File: src/rtl/hdmi_stream_tx_if.sv
// rtl/hdmi_stream_tx_if.sv - Avalon-ST style pixel stream bundle feeding the raster converter
interface hdmi_stream_tx_if #(
    parameter int DATA_WIDTH = 24
);
    logic                  valid;
    logic                  ready;
    logic [DATA_WIDTH-1:0] data;
    logic                  startofpacket;
    logic                  endofpacket;

    modport master (output valid, data, startofpacket, endofpacket, input ready);
    modport slave  (input valid, data, startofpacket, endofpacket, output ready);
endinterface

File: src/rtl/hdmi_stream_tx.sv
// rtl/hdmi_stream_tx.sv - video timing generator and stream-to-raster converter with frame lock
module hdmi_stream_tx #(
    parameter int DATA_WIDTH = 24,
    parameter int H_ACTIVE   = 1280,
    parameter int H_FRONT    = 110,
    parameter int H_SYNC     = 40,
    parameter int H_BACK     = 220,
    parameter int V_ACTIVE   = 720,
    parameter int V_FRONT    = 5,
    parameter int V_SYNC     = 5,
    parameter int V_BACK     = 20,
    parameter bit HS_POL     = 1'b1,
    parameter bit VS_POL     = 1'b1,
    parameter int CNT_W      = 13
) (
    input  logic             clk,
    input  logic             reset,
    hdmi_stream_tx_if.slave  asi_snk,
    output logic             de_o,
    output logic             hsync_o,
    output logic             vsync_o,
    output logic [7:0]       data_r_o,
    output logic [7:0]       data_g_o,
    output logic [7:0]       data_b_o,
    output logic             frame_start_o,
    output logic             underflow_o,
    output logic             resync_o
);
    localparam int HTOTAL = H_ACTIVE + H_FRONT + H_SYNC + H_BACK;
    localparam int VTOTAL = V_ACTIVE + V_FRONT + V_SYNC + V_BACK;

    localparam logic [CNT_W-1:0] H_ACT   = CNT_W'(H_ACTIVE);
    localparam logic [CNT_W-1:0] H_LASTP = CNT_W'(H_ACTIVE - 1);
    localparam logic [CNT_W-1:0] H_LAST  = CNT_W'(HTOTAL - 1);
    localparam logic [CNT_W-1:0] HS_BEG  = CNT_W'(H_ACTIVE + H_FRONT);
    localparam logic [CNT_W-1:0] HS_END  = CNT_W'(H_ACTIVE + H_FRONT + H_SYNC - 1);
    localparam logic [CNT_W-1:0] V_ACT   = CNT_W'(V_ACTIVE);
    localparam logic [CNT_W-1:0] V_LASTP = CNT_W'(V_ACTIVE - 1);
    localparam logic [CNT_W-1:0] V_LAST  = CNT_W'(VTOTAL - 1);
    localparam logic [CNT_W-1:0] VS_BEG  = CNT_W'(V_ACTIVE + V_FRONT);
    localparam logic [CNT_W-1:0] VS_END  = CNT_W'(V_ACTIVE + V_FRONT + V_SYNC - 1);

    localparam logic [1:0] S_SEEK = 2'd0;
    localparam logic [1:0] S_WAIT = 2'd1;
    localparam logic [1:0] S_RUN  = 2'd2;

    logic [CNT_W-1:0]      r_h_cnt;
    logic [CNT_W-1:0]      r_v_cnt;
    logic [1:0]            r_state;
    logic                  r_uflow_seen;
    logic                  r_de;
    logic                  r_hs;
    logic                  r_vs;
    logic                  r_fs;
    logic                  r_uf;
    logic                  r_rs;
    logic [DATA_WIDTH-1:0] r_pix;

    logic w_active;
    logic w_h_wrap;
    logic w_wrap;
    logic w_first;
    logic w_last_pix;
    logic w_run_px;
    logic w_beat;
    logic w_err_sop0;
    logic w_err_midsop;
    logic w_err_eop;
    logic w_resync;
    logic w_good;
    logic w_uflow;
    logic w_ready;

    assign w_active   = (r_h_cnt < H_ACT) && (r_v_cnt < V_ACT);
    assign w_h_wrap   = (r_h_cnt == H_LAST);
    assign w_wrap     = w_h_wrap && (r_v_cnt == V_LAST);
    assign w_first    = (r_h_cnt == '0) && (r_v_cnt == '0);
    assign w_last_pix = (r_h_cnt == H_LASTP) && (r_v_cnt == V_LASTP);

    // A mid-frame sop is left on the bus so it can start the next frame; eop is judged only on consumed beats
    assign w_run_px     = (r_state == S_RUN) && w_active;
    assign w_beat       = w_run_px && asi_snk.valid;
    assign w_err_sop0   = w_beat && w_first && !asi_snk.startofpacket;
    assign w_err_midsop = w_beat && !w_first && asi_snk.startofpacket;
    assign w_err_eop    = w_beat && !w_err_midsop && asi_snk.endofpacket && !w_last_pix;
    assign w_resync     = w_err_sop0 || w_err_midsop || w_err_eop;
    assign w_good       = w_beat && !w_resync;
    assign w_uflow      = w_run_px && !asi_snk.valid;

    always_comb begin
        w_ready = 1'b0;
        if (!reset) begin
            case (r_state)
                S_SEEK:  w_ready = !(asi_snk.valid && asi_snk.startofpacket);
                S_RUN:   w_ready = w_active && !w_err_midsop;
                default: w_ready = 1'b0;
            endcase
        end
    end
    assign asi_snk.ready = w_ready;

    always_ff @(posedge clk) begin
        if (reset) begin
            r_h_cnt <= '0;
            r_v_cnt <= '0;
        end else if (w_h_wrap) begin
            r_h_cnt <= '0;
            r_v_cnt <= (r_v_cnt == V_LAST) ? '0 : r_v_cnt + CNT_W'(1);
        end else begin
            r_h_cnt <= r_h_cnt + CNT_W'(1);
        end
    end

    always_ff @(posedge clk) begin
        if (reset) begin
            r_state      <= S_SEEK;
            r_uflow_seen <= 1'b0;
        end else begin
            case (r_state)
                S_SEEK: if (asi_snk.valid && asi_snk.startofpacket) r_state <= S_WAIT;
                S_WAIT: if (w_wrap) r_state <= S_RUN;
                S_RUN: begin
                    if (w_err_midsop)
                        r_state <= S_WAIT;
                    else if (w_err_sop0 || w_err_eop)
                        r_state <= S_SEEK;
                    else if (w_wrap && (r_uflow_seen || w_uflow))
                        r_state <= S_SEEK;
                end
                default: r_state <= S_SEEK;
            endcase
            if (w_wrap || (r_state != S_RUN))
                r_uflow_seen <= 1'b0;
            else if (w_uflow)
                r_uflow_seen <= 1'b1;
        end
    end

    always_ff @(posedge clk) begin
        if (reset) begin
            r_de  <= 1'b0;
            r_hs  <= !HS_POL;
            r_vs  <= !VS_POL;
            r_pix <= '0;
            r_fs  <= 1'b0;
            r_uf  <= 1'b0;
            r_rs  <= 1'b0;
        end else begin
            r_de  <= w_active;
            r_hs  <= ((r_h_cnt >= HS_BEG) && (r_h_cnt <= HS_END)) ? HS_POL : !HS_POL;
            r_vs  <= ((r_v_cnt >= VS_BEG) && (r_v_cnt <= VS_END)) ? VS_POL : !VS_POL;
            r_pix <= w_good ? asi_snk.data : '0;
            r_fs  <= w_good && w_first;
            r_uf  <= w_uflow;
            r_rs  <= w_resync;
        end
    end

    assign de_o          = r_de;
    assign hsync_o       = r_hs;
    assign vsync_o       = r_vs;
    assign data_r_o      = r_pix[23:16];
    assign data_g_o      = r_pix[15:8];
    assign data_b_o      = r_pix[7:0];
    assign frame_start_o = r_fs;
    assign underflow_o   = r_uf;
    assign resync_o      = r_rs;
endmodule

File: src/flat_wrapper.sv
// flat-port wrapper written by rule: the top's interface ports become plain ports
module hdmi_stream_tx_flat 
#(
    parameter int DATA_WIDTH = 24,
    parameter int H_ACTIVE   = 1280,
    parameter int H_FRONT    = 110,
    parameter int H_SYNC     = 40,
    parameter int H_BACK     = 220,
    parameter int V_ACTIVE   = 720,
    parameter int V_FRONT    = 5,
    parameter int V_SYNC     = 5,
    parameter int V_BACK     = 20,
    parameter bit HS_POL     = 1'b1,
    parameter bit VS_POL     = 1'b1,
    parameter int CNT_W      = 13
)
  (clk, reset, de_o, hsync_o, vsync_o, data_r_o, data_g_o, data_b_o, frame_start_o, underflow_o, resync_o, asi_snk_valid, asi_snk_data, asi_snk_startofpacket, asi_snk_endofpacket, asi_snk_ready);
  hdmi_stream_tx_if #(.DATA_WIDTH(DATA_WIDTH)) asi_snk_i ();
  input  logic clk;
  input  logic reset;
  output logic de_o;
  output logic hsync_o;
  output logic vsync_o;
  output logic [7:0] data_r_o;
  output logic [7:0] data_g_o;
  output logic [7:0] data_b_o;
  output logic frame_start_o;
  output logic underflow_o;
  output logic resync_o;
  input wire logic [$bits(asi_snk_i.valid)-1:0] asi_snk_valid;
  input wire logic [$bits(asi_snk_i.data)-1:0] asi_snk_data;
  input wire logic [$bits(asi_snk_i.startofpacket)-1:0] asi_snk_startofpacket;
  input wire logic [$bits(asi_snk_i.endofpacket)-1:0] asi_snk_endofpacket;
  output wire logic [$bits(asi_snk_i.ready)-1:0] asi_snk_ready;
  assign asi_snk_i.valid = asi_snk_valid;
  assign asi_snk_i.data = asi_snk_data;
  assign asi_snk_i.startofpacket = asi_snk_startofpacket;
  assign asi_snk_i.endofpacket = asi_snk_endofpacket;
  assign asi_snk_ready = asi_snk_i.ready;
  hdmi_stream_tx #(.DATA_WIDTH(DATA_WIDTH), .H_ACTIVE(H_ACTIVE), .H_FRONT(H_FRONT), .H_SYNC(H_SYNC), .H_BACK(H_BACK), .V_ACTIVE(V_ACTIVE), .V_FRONT(V_FRONT), .V_SYNC(V_SYNC), .V_BACK(V_BACK), .HS_POL(HS_POL), .VS_POL(VS_POL), .CNT_W(CNT_W)) u_core (.clk(clk), .reset(reset), .asi_snk(asi_snk_i), .de_o(de_o), .hsync_o(hsync_o), .vsync_o(vsync_o), .data_r_o(data_r_o), .data_g_o(data_g_o), .data_b_o(data_b_o), .frame_start_o(frame_start_o), .underflow_o(underflow_o), .resync_o(resync_o));
endmodule
File: config.mk
export PLATFORM = sky130hd
export DESIGN_NAME = hdmi_stream_tx_flat
export DESIGN_NICKNAME = d
export VERILOG_FILES = /design/src/rtl/hdmi_stream_tx_if.sv /design/src/rtl/hdmi_stream_tx.sv /design/src/flat_wrapper.sv
export SDC_FILE = /design/constraint.sdc
export NUM_CORES = 1
export LEC_CHECK = 0
export ABC_AREA = 0
export CAP_MARGIN = 20
export CELL_PAD_IN_SITES_DETAIL_PLACEMENT = 0
export CELL_PAD_IN_SITES_GLOBAL_PLACEMENT = 1
export CORE_MARGIN = 2
export CORE_UTILIZATION = 40
export DETAILED_ROUTE_END_ITERATION = 16
export PLACE_DENSITY_LB_ADDON = 0.1
export SLEW_MARGIN = 5
export SYNTH_ARGS = -nofsm -noshare
export SYNTH_HDL_FRONTEND = slang
export SYNTH_SLANG_ARGS = --single-unit
File: constraint.sdc
create_clock -name clk -period 7.3 [get_ports clk]
set_clock_uncertainty 0.15 [all_clocks]
set_input_delay 0.73 -clock clk [delete_from_list [all_inputs] [get_ports clk]]
set_output_delay 0.73 -clock clk [all_outputs]
set_load 0.005 [all_outputs]
Yosys cells after proc, flatten, opt, wreduce, memory -nomap -nowiden. Index checks and enable logic that the tools add are counted.

Add/sub/neg operators: 2. Magnitude comparators: 6. Equality and inequality tests: 10. Mux-type cells: 11. Bitwise logic cells: 1. Reductions and logical operators: 40.

Operator list (count): 13-bit by 1-bit adder with 13-bit output (second input constant) (2); 13-bit by 10-bit == test with 1-bit output (second input constant) (2); 13-bit by 11-bit == test with 1-bit output (second input constant) (2); 13-bit zero test (2); 1-bit logical AND (21); 13-bit by 10-bit >= comparator with 1-bit output (second input constant) (1); 13-bit by 11-bit >= comparator with 1-bit output (second input constant) (1); 13-bit by 10-bit less-or-equal comparator with 1-bit output (second input constant) (1); 13-bit by 11-bit less-or-equal comparator with 1-bit output (second input constant) (1); 13-bit by 10-bit less-than comparator with 1-bit output (second input constant) (1); 13-bit by 11-bit less-than comparator with 1-bit output (second input constant) (1); 13-bit two-way mux (1); 2-bit two-way mux (5); 1-bit zero test (7); 2-bit case mux with 3 select lines (1); 2-bit OR reduction (3); 1-bit logical OR (5); 2-bit by 1-bit inequality test with 1-bit output (second input constant) (2); 4-bit by 3-bit inequality test with 1-bit output (second input constant) (1); 1-bit two-way mux (3); 3-bit AND reduction (1); 2-bit by 1-bit == test with 1-bit output (second input constant) (1); 2-bit == test (second input constant) (1); 2-bit zero test (1); 3 further kinds (3).

Flip-flop bits (word level): 59. Input port bits: 29. Word-level logic and storage cells: 81.

Depth between registers and ports, before layout.
Word-level depth: 15. Gate-level depth with buffers: 8.

Worst setup path after synthesis. Ideal clock, no wire load.

Kind: register -> output. From: register u_core.r_v_cnt[0]. To: output port asi_snk_ready. Data arrival time: 2.057 ns. Setup slack: 4.363 ns. Cell stages (with the launch flop): 8. Cells stage by stage: dfxtp_1 -> inv_1 -> ha_1 -> or4b_4 -> or3_4 -> nor2_1 -> a21oi_1 -> a2111oi_0.

Longest elaborated chain between the ends: 10. Elaborated cells on any way between the ends: 13.

Ends and longest elaborated chain: from (decl) (RTL line hdmi_stream_tx.sv:48) `logic [CNT_W-1:0] r_v_cnt;`; from (signal assigned) (RTL line hdmi_stream_tx.sv:108) `r_v_cnt <= (r_v_cnt == V_LAST) ? '0 : r_v_cnt + CNT_W'(1);`; 13-bit by 10-bit less-than comparator with 1-bit output (RTL line hdmi_stream_tx.sv:74) `assign w_active = (r_h_cnt < H_ACT) && (r_v_cnt < V_ACT);`; 1-bit logical AND (RTL line hdmi_stream_tx.sv:74); 1-bit logical AND (RTL line hdmi_stream_tx.sv:81) `assign w_run_px = (r_state == S_RUN) && w_active;`; 1-bit logical AND (RTL line hdmi_stream_tx.sv:82) `assign w_beat = w_run_px && asi_snk.valid;`; 1-bit logical AND (2 in a row) (RTL line hdmi_stream_tx.sv:84) `assign w_err_midsop = w_beat && !w_first && asi_snk.startofpacket;`; 1-bit zero test (RTL line hdmi_stream_tx.sv:95) `S_RUN: w_ready = w_active && !w_err_midsop;`; 1-bit logical AND * (RTL line hdmi_stream_tx.sv:95); 1-bit case mux with 2 select lines * (RTL line hdmi_stream_tx.sv:93) `case (r_state)`; 1-bit two-way mux * (RTL line hdmi_stream_tx.sv:92) `if (!reset) begin`; to (decl) (RTL line flat_wrapper.sv:34) `output wire logic [$bits(asi_snk_i.ready)-1:0] asi_snk_ready;`.

Every way passes the cells marked *; elsewhere a longest branch is shown, timed or not.

Worst setup path after layout. Same ends and word-level chain as after synthesis.

==> impl_results.md <==
- Outcome: completed
- Fin util: 0.548
- Syn_area_per_cell: 9.28 um2
- Final setup TNS: 0 ns
- Period utilization: 0.551
- Fin. Hold Viols: 0
- Critical path class: reg2out
- Simple-Gate Fraction of Synth Area: 0.331
- CTS Sinks: 59
- Mux contribution to synthesized area: 0
- Syn_nets: 315
- Yosys cell types: 44
- Worst-Skew Late Latency: 0.34 ns
- HP Class: reg2reg
- Die area: 7160 um2
- Total core area: 6310 um2
- Synth-to-Final Area Change: 33.0%
- First-pass GRT wire length: 9840 um
- DRC: 0
- Die height: 84.6 um
- Antenna Cells: 0
- XOR/XNOR Fraction of Synth Area: 0.0741
- Total CTS buffers: 9
- Share of cells above drive strength 1: 0.132
- Crit path cell chain: inv_1 -> ha_1 -> or4b_4 -> or3_4 -> nor2_1 -> a21oi_1 -> a2111oi_0 -> clkdlybuf4s50_1
- Via count: 2132
- Drt wl/cell: 13.9 um
- Slew Limit Fails: 0
- Worst Path Arrival: 3.14 ns
- Ys async rst share: 0
- Max VDD drop: 0.129 mV
- Actual slew at the worst max-slew pin: 0.783 ns
- CTS tree: built
- Initial antenna violation count: 0
- Port bufs: 59
- Startpoint types: flip-flop
- R2R Setup Slk: 4.63 ns
- Ports: 60
- Unrepaired setup endpoints after global routing: false
- Worst path slowest cell: clkdlybuf4s50_1
- Max stage delay on crit path: 0.59 ns
- Pre-CTS setup slack: 3.63 ns
- Max-Cap Viols: 0
- Yosys Warn Count: 0
- Seq. cell area: 1180 um2
- Prevailing post-synth register cell: dfxtp_1
- Largest family of logic cells by synthesized area: simple AND/OR/NAND/NOR gates
- Synthesized area: 2600 um2
- Global placer's final weighted congestion: 0.803
- Total Nets Final: 372
- WHS Endpoint: u_core.r_h_cnt[0]$_SDFF_PP0_
- Post-route ant nets: 0
- Reg2reg end: u_core.r_pix[22]$_SDFF_PP0_
- Setup Buffers After CTS: 0
- Final worst setup slack: 3.28 ns
- Power per cell area: 210 nW/um2
- Worst Setup SP: u_core.r_v_cnt[0]$_SDFFE_PP0P_
- Largest net degree at the start of global routing: 26
- Clk root buf: clkbuf_8
- FMAX: 249 MHz
- Worst R2R Start: u_core.r_v_cnt[0]$_SDFFE_PP0P_
- Rel. slew slack: 0.465
- DRT iter0 DRCs: 86
- CTS Hold Buffers Added: 0
- Crit Path Max Fanout: 6
- Register area share after synthesis: 0.455
- Worst r2r path cells: 7
- Post-Syn Instances: 280
- Crit. End Element: primary output
- Synth Area in Compound Gates: 0.0650
- Site Rows: 29
- Multi-input gate area: 1300 um2
- H-tree depth: 3
- Number of global-route vias before repair: 2021
- Clock tree buffer depth: 2
- LEAKAGE: 0.00131 uW
- Final Critical Period: 4.02 ns
- Final setup vio count: 0
- Number of synthesized flops with an enable pin: 0
- Filler cell count: 609
- Critical Path RT: 6.42 ns
- Die X: 84.6 um
- Hold_sp: u_core.r_h_cnt[0]$_SDFF_PP0_
- Starting density of the core: 0.412
- Via density: 5.09
- Hold depth: 1
- Number of synthesized register bits: 59
- GR Overflow Total: 0
- Reg clk slew, reported paths: 0.07 ns
- Post-detail-place hpwl: 4110 um
- Pre-Repair DR Iteration Count: 5
- Post-Synth Adder-Cell Area: 0.0289
- Post-Route WL: 5830 um
- Gr usage total: 0.175
- Post-cts gate resize count: 0
## how the worst max path moves through the flow
| stage | to | slack (ns) |
|---|---|---|
| finish | asi_snk_ready | 3.28 |
| CTS | asi_snk_ready | 3.24 |
| global route | asi_snk_ready | 3.15 |
| global placement | asi_snk_ready | 3.66 |
| detailed placement | asi_snk_ready | 3.63 |
| floorplan | asi_snk_ready | 4.36 |
## worst max-delay path, delay by kind of cell (launching register included)
| kind | cells | cell delay [ns] |
|---|---|---|
| buffers and inverters | 2 | 0.70 |
| AND/OR/NAND/NOR | 3 | 1.03 |
| adder cells (fa/ha/maj) | 1 | 0.15 |
| flip-flops | 1 | 0.36 |
| AO/OA/AOI/OAI | 2 | 0.56 |
## cells in the mapped netlist (4+ instances only)
cell type | instances | area (um2)
ha_1 | 6 | 75.1
and2_4 | 20 | 175
and4_1 | 6 | 52.6
inv_1 | 10 | 37.5
dfxtp_1 | 59 | 1180
nand3_1 | 14 | 70.1
nand4_1 | 11 | 68.8
nor2_1 | 35 | 131
xnor2_1 | 7 | 61.3
o21ai_0 | 4 | 20.0
nor4_1 | 4 | 25.0
and2_1 | 6 | 37.5
nor3_1 | 6 | 30.0
nand2_1 | 16 | 60.1
clkbuf_1 | 9 | 33.8
a21oi_1 | 4 | 20.0
a31oi_1 | 5 | 31.3
xor2_1 | 15 | 131
and3_1 | 7 | 43.8
## power by group
group	switching [uW]	leakage, uW	internal, uW	total (uW)
combinational	13.6	0.000715	21.0	34.6
clock	130	0.000123	235	365
sequential	2.79	0.000476	324	327
total	147	0.00131	580	727
## flip-flops by register name, summed over array words and instances (netlist names)
signal	cells
u_core.vsync_o	1
u_core.frame_start_o	1
u_core.r_v_cnt	13
u_core.r_uflow_seen	1
u_core.hsync_o	1
u_core.de_o	1
u_core.r_state	2
u_core.r_pix	24
u_core.resync_o	1
u_core.underflow_o	1
u_core.r_h_cnt	13
## routing by layer
layer	part of all wire	global-route usage	up-vias	wire length, um
met4	0.020	0.0823	0	117
li1	-	-	1084	-
met3	0.062	0.0492	10	363
met1	0.50	0.241	975	2920
met2	0.42	0.251	63	2430
met5	0	0	-	0
## final cells by class
class	instances	area share
Sequential cell	59	0.342
Clock buffer	11	0.0409
Multi-Input combinational cell	196	0.375
Clock inverter	5	0.0290
Tap cell	77	0.0279
Timing Repair Buffer	61	0.174
Inverter	10	0.0109
## per-stage QoR
step / hold WS (ns) / instances / instance area, um2 / power [uW]
after floorplan: 0.302 / 280 / 2600 / 348
after global placement: 0.331 / 402 / 3210 / 368
after detailed placement: 0.342 / 402 / 3210 / 368
after CTS: 0.361 / 418 / 3450 / 734
after global routing: 0.403 / 419 / 3460 / 753
final: 0.352 / 419 / 3460 / 727
## cell families (layout without fill, tap and decap cells)
| family | count (synthesis) | in the layout |
|---|---|---|
| AOI/OAI and AO/OA | 25 | 25 |
| xor gates and xnor gates | 22 | 22 |
| adders and majority gates | 6 | 6 |
| buffers and inverters | 25 | 87 |
| DFF | 59 | 59 |
| and+or+nand+nor | 143 | 143 |
## cells in the final DEF, fill, tap and decap left out, types with 2 or more instances in the layout
cell type,synthesis,final
clkdlybuf4s50_1,0,59
dfxtp_1,59,59
nor2_1,35,35
and2_4,20,20
nand2_1,16,16
xor2_1,15,15
nand3_1,14,14
nand4_1,11,11
inv_1,10,10
clkbuf_8,0,10
and3_1,7,7
xnor2_1,7,7
and4_1,6,6
and2_1,6,6
nor3_1,6,6
ha_1,6,6
a31oi_1,5,5
o21ai_0,4,4
nor4_1,4,4
a21oi_1,4,4
bufinv_16,0,3
a2111oi_0,2,2
or3_4,2,2
nor4b_1,2,2
or2_2,2,2
nand3b_1,2,2
o31ai_1,2,2
a21o_1,2,2
clkinv_2,0,2
Power figures use the tool's default switching activity.
